<file path="src/rtl/uart_text_cursor.sv">
// -----------------------------------------------------------------------------
// uart_text_cursor
//
// Purpose:
//   Byte-to-screen write controller sitting between the UART receiver and the
//   write port of the 32x4 text RAM. Each received byte becomes at most one RAM
//   write, and the module keeps track of the text cursor. It handles printable
//   text, CR/LF (newline), backspace and form feed (clear screen). The cursor
//   position and the last accepted byte are exported for the seven-segment
//   display.
//
// Ports:
//   clk        in   1      system clock
//   reset      in   1      asynchronous, active-high reset
//   rx_valid   in   1      UART byte-ready (level or pulse); one byte per high period
//   rx_data    in   8      received byte, taken on the rx_valid rising edge
//   wr_en      out  1      RAM write strobe, one cycle per write
//   wr_row     out  ROW_W  RAM write row
//   wr_col     out  COL_W  RAM write column
//   wr_data    out  8      RAM write data
//   cur_row    out  ROW_W  cursor row
//   cur_col    out  COL_W  cursor column
//   last_byte  out  8      last accepted byte, control codes included
//   busy       out  1      high while a screen clear is running
//   drop_flag  out  1      sticky; a byte arrived while busy (cleared by reset)
//
// Configuration macro:
//   UART_TEXT_CLEAR_ON_RESET_EN - when defined, the screen is blanked once
//   after every reset release before any byte is accepted.
// -----------------------------------------------------------------------------
module uart_text_cursor #(
    parameter int         COLS  = 32,
    parameter int         ROWS  = 4,
    parameter int         COL_W = 5,
    parameter int         ROW_W = 2,
    parameter logic [7:0] BLANK = 8'h20
) (
    input  logic             clk,
    input  logic             reset,
    input  logic             rx_valid,
    input  logic [7:0]       rx_data,
    output logic             wr_en,
    output logic [ROW_W-1:0] wr_row,
    output logic [COL_W-1:0] wr_col,
    output logic [7:0]       wr_data,
    output logic [ROW_W-1:0] cur_row,
    output logic [COL_W-1:0] cur_col,
    output logic [7:0]       last_byte,
    output logic             busy,
    output logic             drop_flag
);

    localparam int               IDX_W    = COL_W + ROW_W;
    localparam logic [COL_W-1:0] COL_LAST = COL_W'(COLS - 1);
    localparam logic [IDX_W-1:0] IDX_LAST = IDX_W'(ROWS * COLS - 1);

    typedef enum logic {
        IDLE,
        CLEAR
    } state_t;

    state_t           state_q;
    logic             rx_valid_q;
    logic             wr_en_q;
    logic [ROW_W-1:0] wr_row_q;
    logic [COL_W-1:0] wr_col_q;
    logic [7:0]       wr_data_q;
    logic [ROW_W-1:0] cur_row_q;
    logic [COL_W-1:0] cur_col_q;
    logic [7:0]       last_byte_q;
    logic             busy_q;
    logic             drop_flag_q;
    logic [IDX_W-1:0] clr_idx_q;
`ifdef UART_TEXT_CLEAR_ON_RESET_EN
    logic             start_q;
`endif

    logic             byte_event_d;
    logic             is_print_d;
    logic             at_origin_d;
    logic [ROW_W-1:0] adv_row_d;
    logic [COL_W-1:0] adv_col_d;
    logic [ROW_W-1:0] bs_row_d;
    logic [COL_W-1:0] bs_col_d;

    // Candidate cursor positions for "advance" and "backspace". Both rely on
    // natural modulo wrap of the width-limited row/column fields, so the last
    // cell wraps to (0,0) and backspace from column 0 lands on COLS-1.
    always_comb begin
        byte_event_d = rx_valid & ~rx_valid_q;
        is_print_d   = (rx_data >= 8'h20) && (rx_data <= 8'h7E);
        at_origin_d  = (cur_row_q == '0) && (cur_col_q == '0);
        adv_col_d    = cur_col_q + COL_W'(1);
        adv_row_d    = (cur_col_q == COL_LAST) ? cur_row_q + ROW_W'(1) : cur_row_q;
        bs_col_d     = cur_col_q - COL_W'(1);
        bs_row_d     = (cur_col_q == '0) ? cur_row_q - ROW_W'(1) : cur_row_q;
    end

    // Single registered FSM: every output is a flop, and wr_en is a one-cycle
    // strobe that defaults low unless this edge produces a write.
    always_ff @(posedge clk or posedge reset) begin
        if (reset) begin
            state_q     <= IDLE;
            rx_valid_q  <= 1'b0;
            wr_en_q     <= 1'b0;
            wr_row_q    <= '0;
            wr_col_q    <= '0;
            wr_data_q   <= '0;
            cur_row_q   <= '0;
            cur_col_q   <= '0;
            last_byte_q <= '0;
            busy_q      <= 1'b0;
            drop_flag_q <= 1'b0;
            clr_idx_q   <= '0;
`ifdef UART_TEXT_CLEAR_ON_RESET_EN
            start_q     <= 1'b1;
`endif
        end else begin
            rx_valid_q <= rx_valid;
            wr_en_q    <= 1'b0;
            case (state_q)
                IDLE: begin
`ifdef UART_TEXT_CLEAR_ON_RESET_EN
                    // First cycle after reset release: kick off the power-up
                    // clear; a byte arriving on this very edge is dropped.
                    if (start_q) begin
                        start_q   <= 1'b0;
                        state_q   <= CLEAR;
                        clr_idx_q <= '0;
                        busy_q    <= 1'b1;
                        if (byte_event_d) begin
                            drop_flag_q <= 1'b1;
                        end
                    end else
`endif
                    if (byte_event_d) begin
                        last_byte_q <= rx_data;
                        if (is_print_d) begin
                            wr_en_q   <= 1'b1;
                            wr_row_q  <= cur_row_q;
                            wr_col_q  <= cur_col_q;
                            wr_data_q <= rx_data;
                            cur_row_q <= adv_row_d;
                            cur_col_q <= adv_col_d;
                        end else begin
                            case (rx_data)
                                8'h0D, 8'h0A: begin
                                    cur_col_q <= '0;
                                    cur_row_q <= cur_row_q + ROW_W'(1);
                                end
                                8'h08: begin
                                    // Backspace at the home cell is a no-op.
                                    if (!at_origin_d) begin
                                        wr_en_q   <= 1'b1;
                                        wr_row_q  <= bs_row_d;
                                        wr_col_q  <= bs_col_d;
                                        wr_data_q <= BLANK;
                                        cur_row_q <= bs_row_d;
                                        cur_col_q <= bs_col_d;
                                    end
                                end
                                8'h0C: begin
                                    state_q   <= CLEAR;
                                    clr_idx_q <= '0;
                                    busy_q    <= 1'b1;
                                end
                                default: begin
                                end
                            endcase
                        end
                    end
                end
                CLEAR: begin
                    // Row-major sweep: the upper index bits are the row and the
                    // lower bits the column, one blank written per cycle.
                    if (byte_event_d) begin
                        drop_flag_q <= 1'b1;
                    end
                    wr_en_q   <= 1'b1;
                    wr_row_q  <= clr_idx_q[COL_W +: ROW_W];
                    wr_col_q  <= clr_idx_q[COL_W-1:0];
                    wr_data_q <= BLANK;
                    clr_idx_q <= clr_idx_q + IDX_W'(1);
                    if (clr_idx_q == IDX_LAST) begin
                        cur_row_q <= '0;
                        cur_col_q <= '0;
                        busy_q    <= 1'b0;
                        state_q   <= IDLE;
                    end
                end
                default: begin
                    state_q <= IDLE;
                end
            endcase
        end
    end

    assign wr_en     = wr_en_q;
    assign wr_row    = wr_row_q;
    assign wr_col    = wr_col_q;
    assign wr_data   = wr_data_q;
    assign cur_row   = cur_row_q;
    assign cur_col   = cur_col_q;
    assign last_byte = last_byte_q;
    assign busy      = busy_q;
    assign drop_flag = drop_flag_q;

endmodule

</file>
<file path="config.mk">
export PLATFORM = sky130hd
export DESIGN_NAME = uart_text_cursor
export DESIGN_NICKNAME = d
export VERILOG_FILES = /design/src/rtl/uart_text_cursor.sv
export SDC_FILE = /design/constraint.sdc
export NUM_CORES = 1
export LEC_CHECK = 0
export ABC_AREA = 0
export BUFFER_PORTS_ARGS = -buffer_cell sky130_fd_sc_hd__buf_2
export CELL_PAD_IN_SITES_DETAIL_PLACEMENT = 0
export CELL_PAD_IN_SITES_GLOBAL_PLACEMENT = 1
export CORE_MARGIN = 10
export CORE_UTILIZATION = 30
export CTS_BUF_LIST = sky130_fd_sc_hd__clkbuf_16
export CTS_CLUSTER_SIZE = 20
export DETAILED_ROUTE_END_ITERATION = 16
export HOLD_SLACK_MARGIN = 0.06
export PLACE_DENSITY = 0.65
export SYNTH_ARGS = -nofsm -noshare
export SYNTH_HDL_FRONTEND = slang
export SYNTH_SLANG_ARGS = --single-unit
</file>
<file path="constraint.sdc">
create_clock -name clk -period 2.69 [get_ports clk]
set_input_delay 0.269 -clock clk [delete_from_list [all_inputs] [get_ports clk]]
set_output_delay 0.269 -clock clk [all_outputs]
set_load 0.05 [all_outputs]
</file>
==> run summary <==
Synth Area in Compound Gates: 19.5%
Mean Syn Cell Area: 9.65 µm²
Arr. time, crit path: 2.49 ns
CTS Buf Count: 5
first-pass GRT wire length: 10800 µm
largest net degree at the start of global routing: 43
dpl cells: 380
total track usage: 11.5%
Synth Register Bits: 42
initial antenna violation count: 0
CORE AREA: 7330 µm²
area of the multi-input gates: 1110 µm²
Critical Path Source Type: flip-flop
Initial Util: 31.2%
flop-to-flop setup slack: 0.37 ns
number of flops mapped to enable cells by yosys: 0
Synth Area in XOR/XNOR: 2.30%
max-slew violations: 0
Die X: 107 µm
fin area: 2810 µm²
maxcap violations: 0
number of post-CTS setup repair buffers: 0
Slew @ Worst Pin: 0.573 ns
RSZ-0062 raised after global routing: no
Top FF cell, synth: dfrtp_1
Ys Warns: 0
number of global-route vias before repair: 2109
fmax: 431 MHz
CTS Buffer Depth: 2
Tot Pwr: 0.00225 W
status: completed
dpl cell area: 2670 µm²
area grow syn2layout: 22.8%
FF-to-FF End: wr_col[0]
Iter 0 DRT Violations: 99
CTS tree: built
combinational family with the most area after synthesis: compound AO/OA/AOI/OAI gates
FP Rows: 31
Cell Pwr Density: 799 nW/µm²
Synth cell types: 55
Worst-Skew Late Latency: 0.28 ns
Reg-to-Reg Start: cur_col[0]
Critical Path End Type: flip-flop
register area share after synthesis: 46.0%
post-synth net total: 253
setup TNS: 0 ns
Worst Setup Slack post-DPL: 0.312 ns
clock skew: 0.00474 ns
Post-Synthesis Cells: 237
Routed Antenna Nets: 0
port bufs: 43
routed vias: 1952
leading post-synthesis cells by cell area: dfrtp_1 46%, o21ai_0 5.0%, mux2_2 4.4%, inv_1 3.3%, nand2_1 3.3%
hpwl dp: 4760 µm
Die Ht: 107 µm
fraction of registers with async set or reset after synthesis: 100%
required time of the worst setup path: 2.86 ns
Clock Pin Slew Worst Setup and Hold Paths: 0.06 ns
share of layout cells above drive strength 1: 29.8%
post-synth top area cell: dfrtp_1
path depth of the worst reg2reg path: 9
ANT cells: 0
final setup vio count: 0
Hold Path Class: in2async
Final Hold Viols: 0
Slew headroom: 61.6%
Worst Path Max Fanout: 11
clk sinks: 42
static leakage: 1.28 nW
Adder-Cell Fraction of Synth Area: 2.74%
crit share post-route: 86.3%
mux cell area share after synthesis: 4.87%
# IOs: 44
worst setup path end: wr_col[0]
crit path from: cur_col[0]
final WL: 6500 µm
number of remaining DRC errors: 0
worst setup margin: 0.369 ns
gpl congestion: 0.843
CP Class: reg2reg
Fill cells: 739
Post-Syn Area: 2290 µm²
Final nets: 304
Routed WL per cell: 16.7 µm
peak supply drop: 392 µV
Simple-Gate Fraction of Synth Area: 19.0%
most common cell after layout, fill and taps aside: buf_2
most frequent cells in the layout: 43 x buf_2, 42 x dfrtp_1, 23 x o21ai_0
Via density: 5.03
# hold bufs at CTS: 0
die area: 11500 µm²
DRT Pass-1 Iters: 4
Tmin final: 2.32 ns
clk root buf: clkbuf_16
H-tree depth: 2
filler-free cell count of the finished design: 388
Reg area: 1050 µm²
total gr overflow: 0
top cell type's share of synthesized area: 46.0%
post_cts resized: 0
-- area by class of cell --
| class | count | share of cell area [%] |
|---|---|---|
| Timing Repair Buffer | 55 | 10.9 |
| Sequential cell | 42 | 37.4 |
| Clock buffer | 5 | 4.45 |
| Multi-Input combinational cell | 163 | 39.4 |
| Tap cell | 99 | 4.41 |
| Clock inverter | 3 | 0.579 |
| Inverter | 21 | 2.85 |
-- sequential cells by signal, indices dropped and copies added, names as in the netlist --
register and flops:
rx_valid_q 1, cur_col 5, wr_col 5, wr_row 2, clr_idx_q 7, wr_en 1
last_byte 8, drop_flag 1, cur_row 2, busy 1, state_q 1, wr_data 8
-- routing by layer --
| metal | part of all wire (%) | global-route usage [%] |
|---|---|---|
| met1 | 47 | 15.4 |
| met2 | 47 | 17.7 |
| met3 | 5.0 | 2.99 |
| met4 | 0.92 | 3.48 |
| met5 | 0 | 0 |
-- cell usage after synthesis (all sizes together) (4+ instances only) --
| master | number |
|---|---|
| a21oi | 10 |
| and3 | 4 |
| buf | 4 |
| clkbuf | 7 |
| dfrtp | 42 |
| ha | 5 |
| inv | 20 |
| mux2 | 9 |
| nand2 | 20 |
| nand3 | 6 |
| nand4 | 7 |
| nor2 | 12 |
| nor3 | 5 |
| o21ai | 25 |
| o31ai | 5 |
| or4b | 4 |
| xnor2 | 5 |
-- stage by stage --
stage | util (%) | hold WS [ns]
floorplan | - | 0.300
global placement | 36.4 | 0.424
detailed placement | 36.4 | 0.427
CTS | 38.3 | 0.136
global route | 38.3 | 0.144
finish | 38.3 | 0.115
-- power by group --
group	switching [W]	internal, W	total, W	leakage, nW
clock	0.000244	0.000339	0.000583	0.0672
combinational	0.000597	0.000248	0.000845	0.677
sequential	0.0000799	0.000738	0.000818	0.531
total	0.000921	0.00132	0.00225	1.28
-- how the worst min path moves through the flow --
stage | start | endpoint | cells past startpoint
finish | reset | last_byte[4] | 3
detailed placement | rx_valid | rx_valid_q | 1
floorplan | rx_valid | rx_valid_q | 0
global placement | rx_valid | rx_valid_q | 1
CTS | reset | wr_data[0] | 3
global route | rx_valid | rx_valid_q | 1
-- worst max-delay path, stage by stage, from the launching register on --
cell and delay [ns]:
dfrtp_1 0.38, inv_1 0.10, ha_1 0.25, nor4b_1 0.25, buf_4 0.23, and2_1 0.22, o21ai_4 0.10, a21oi_2 0.23
clkinv_2 0.18, o221a_1 0.27
-- cells by family (layout without fill, tap and decap cells) --
| kind of cell | count (synthesis) | count (layout) |
|---|---|---|
| AOI/OAI and AO/OA | 66 | 66 |
| xor gates and xnor gates | 6 | 6 |
| adders and majority gates | 5 | 5 |
| buffers and inverters | 32 | 84 |
| DFF | 42 | 42 |
| muxes | 10 | 10 |
| and+or+nand+nor | 76 | 76 |
Power figures use the tool's default switching activity.
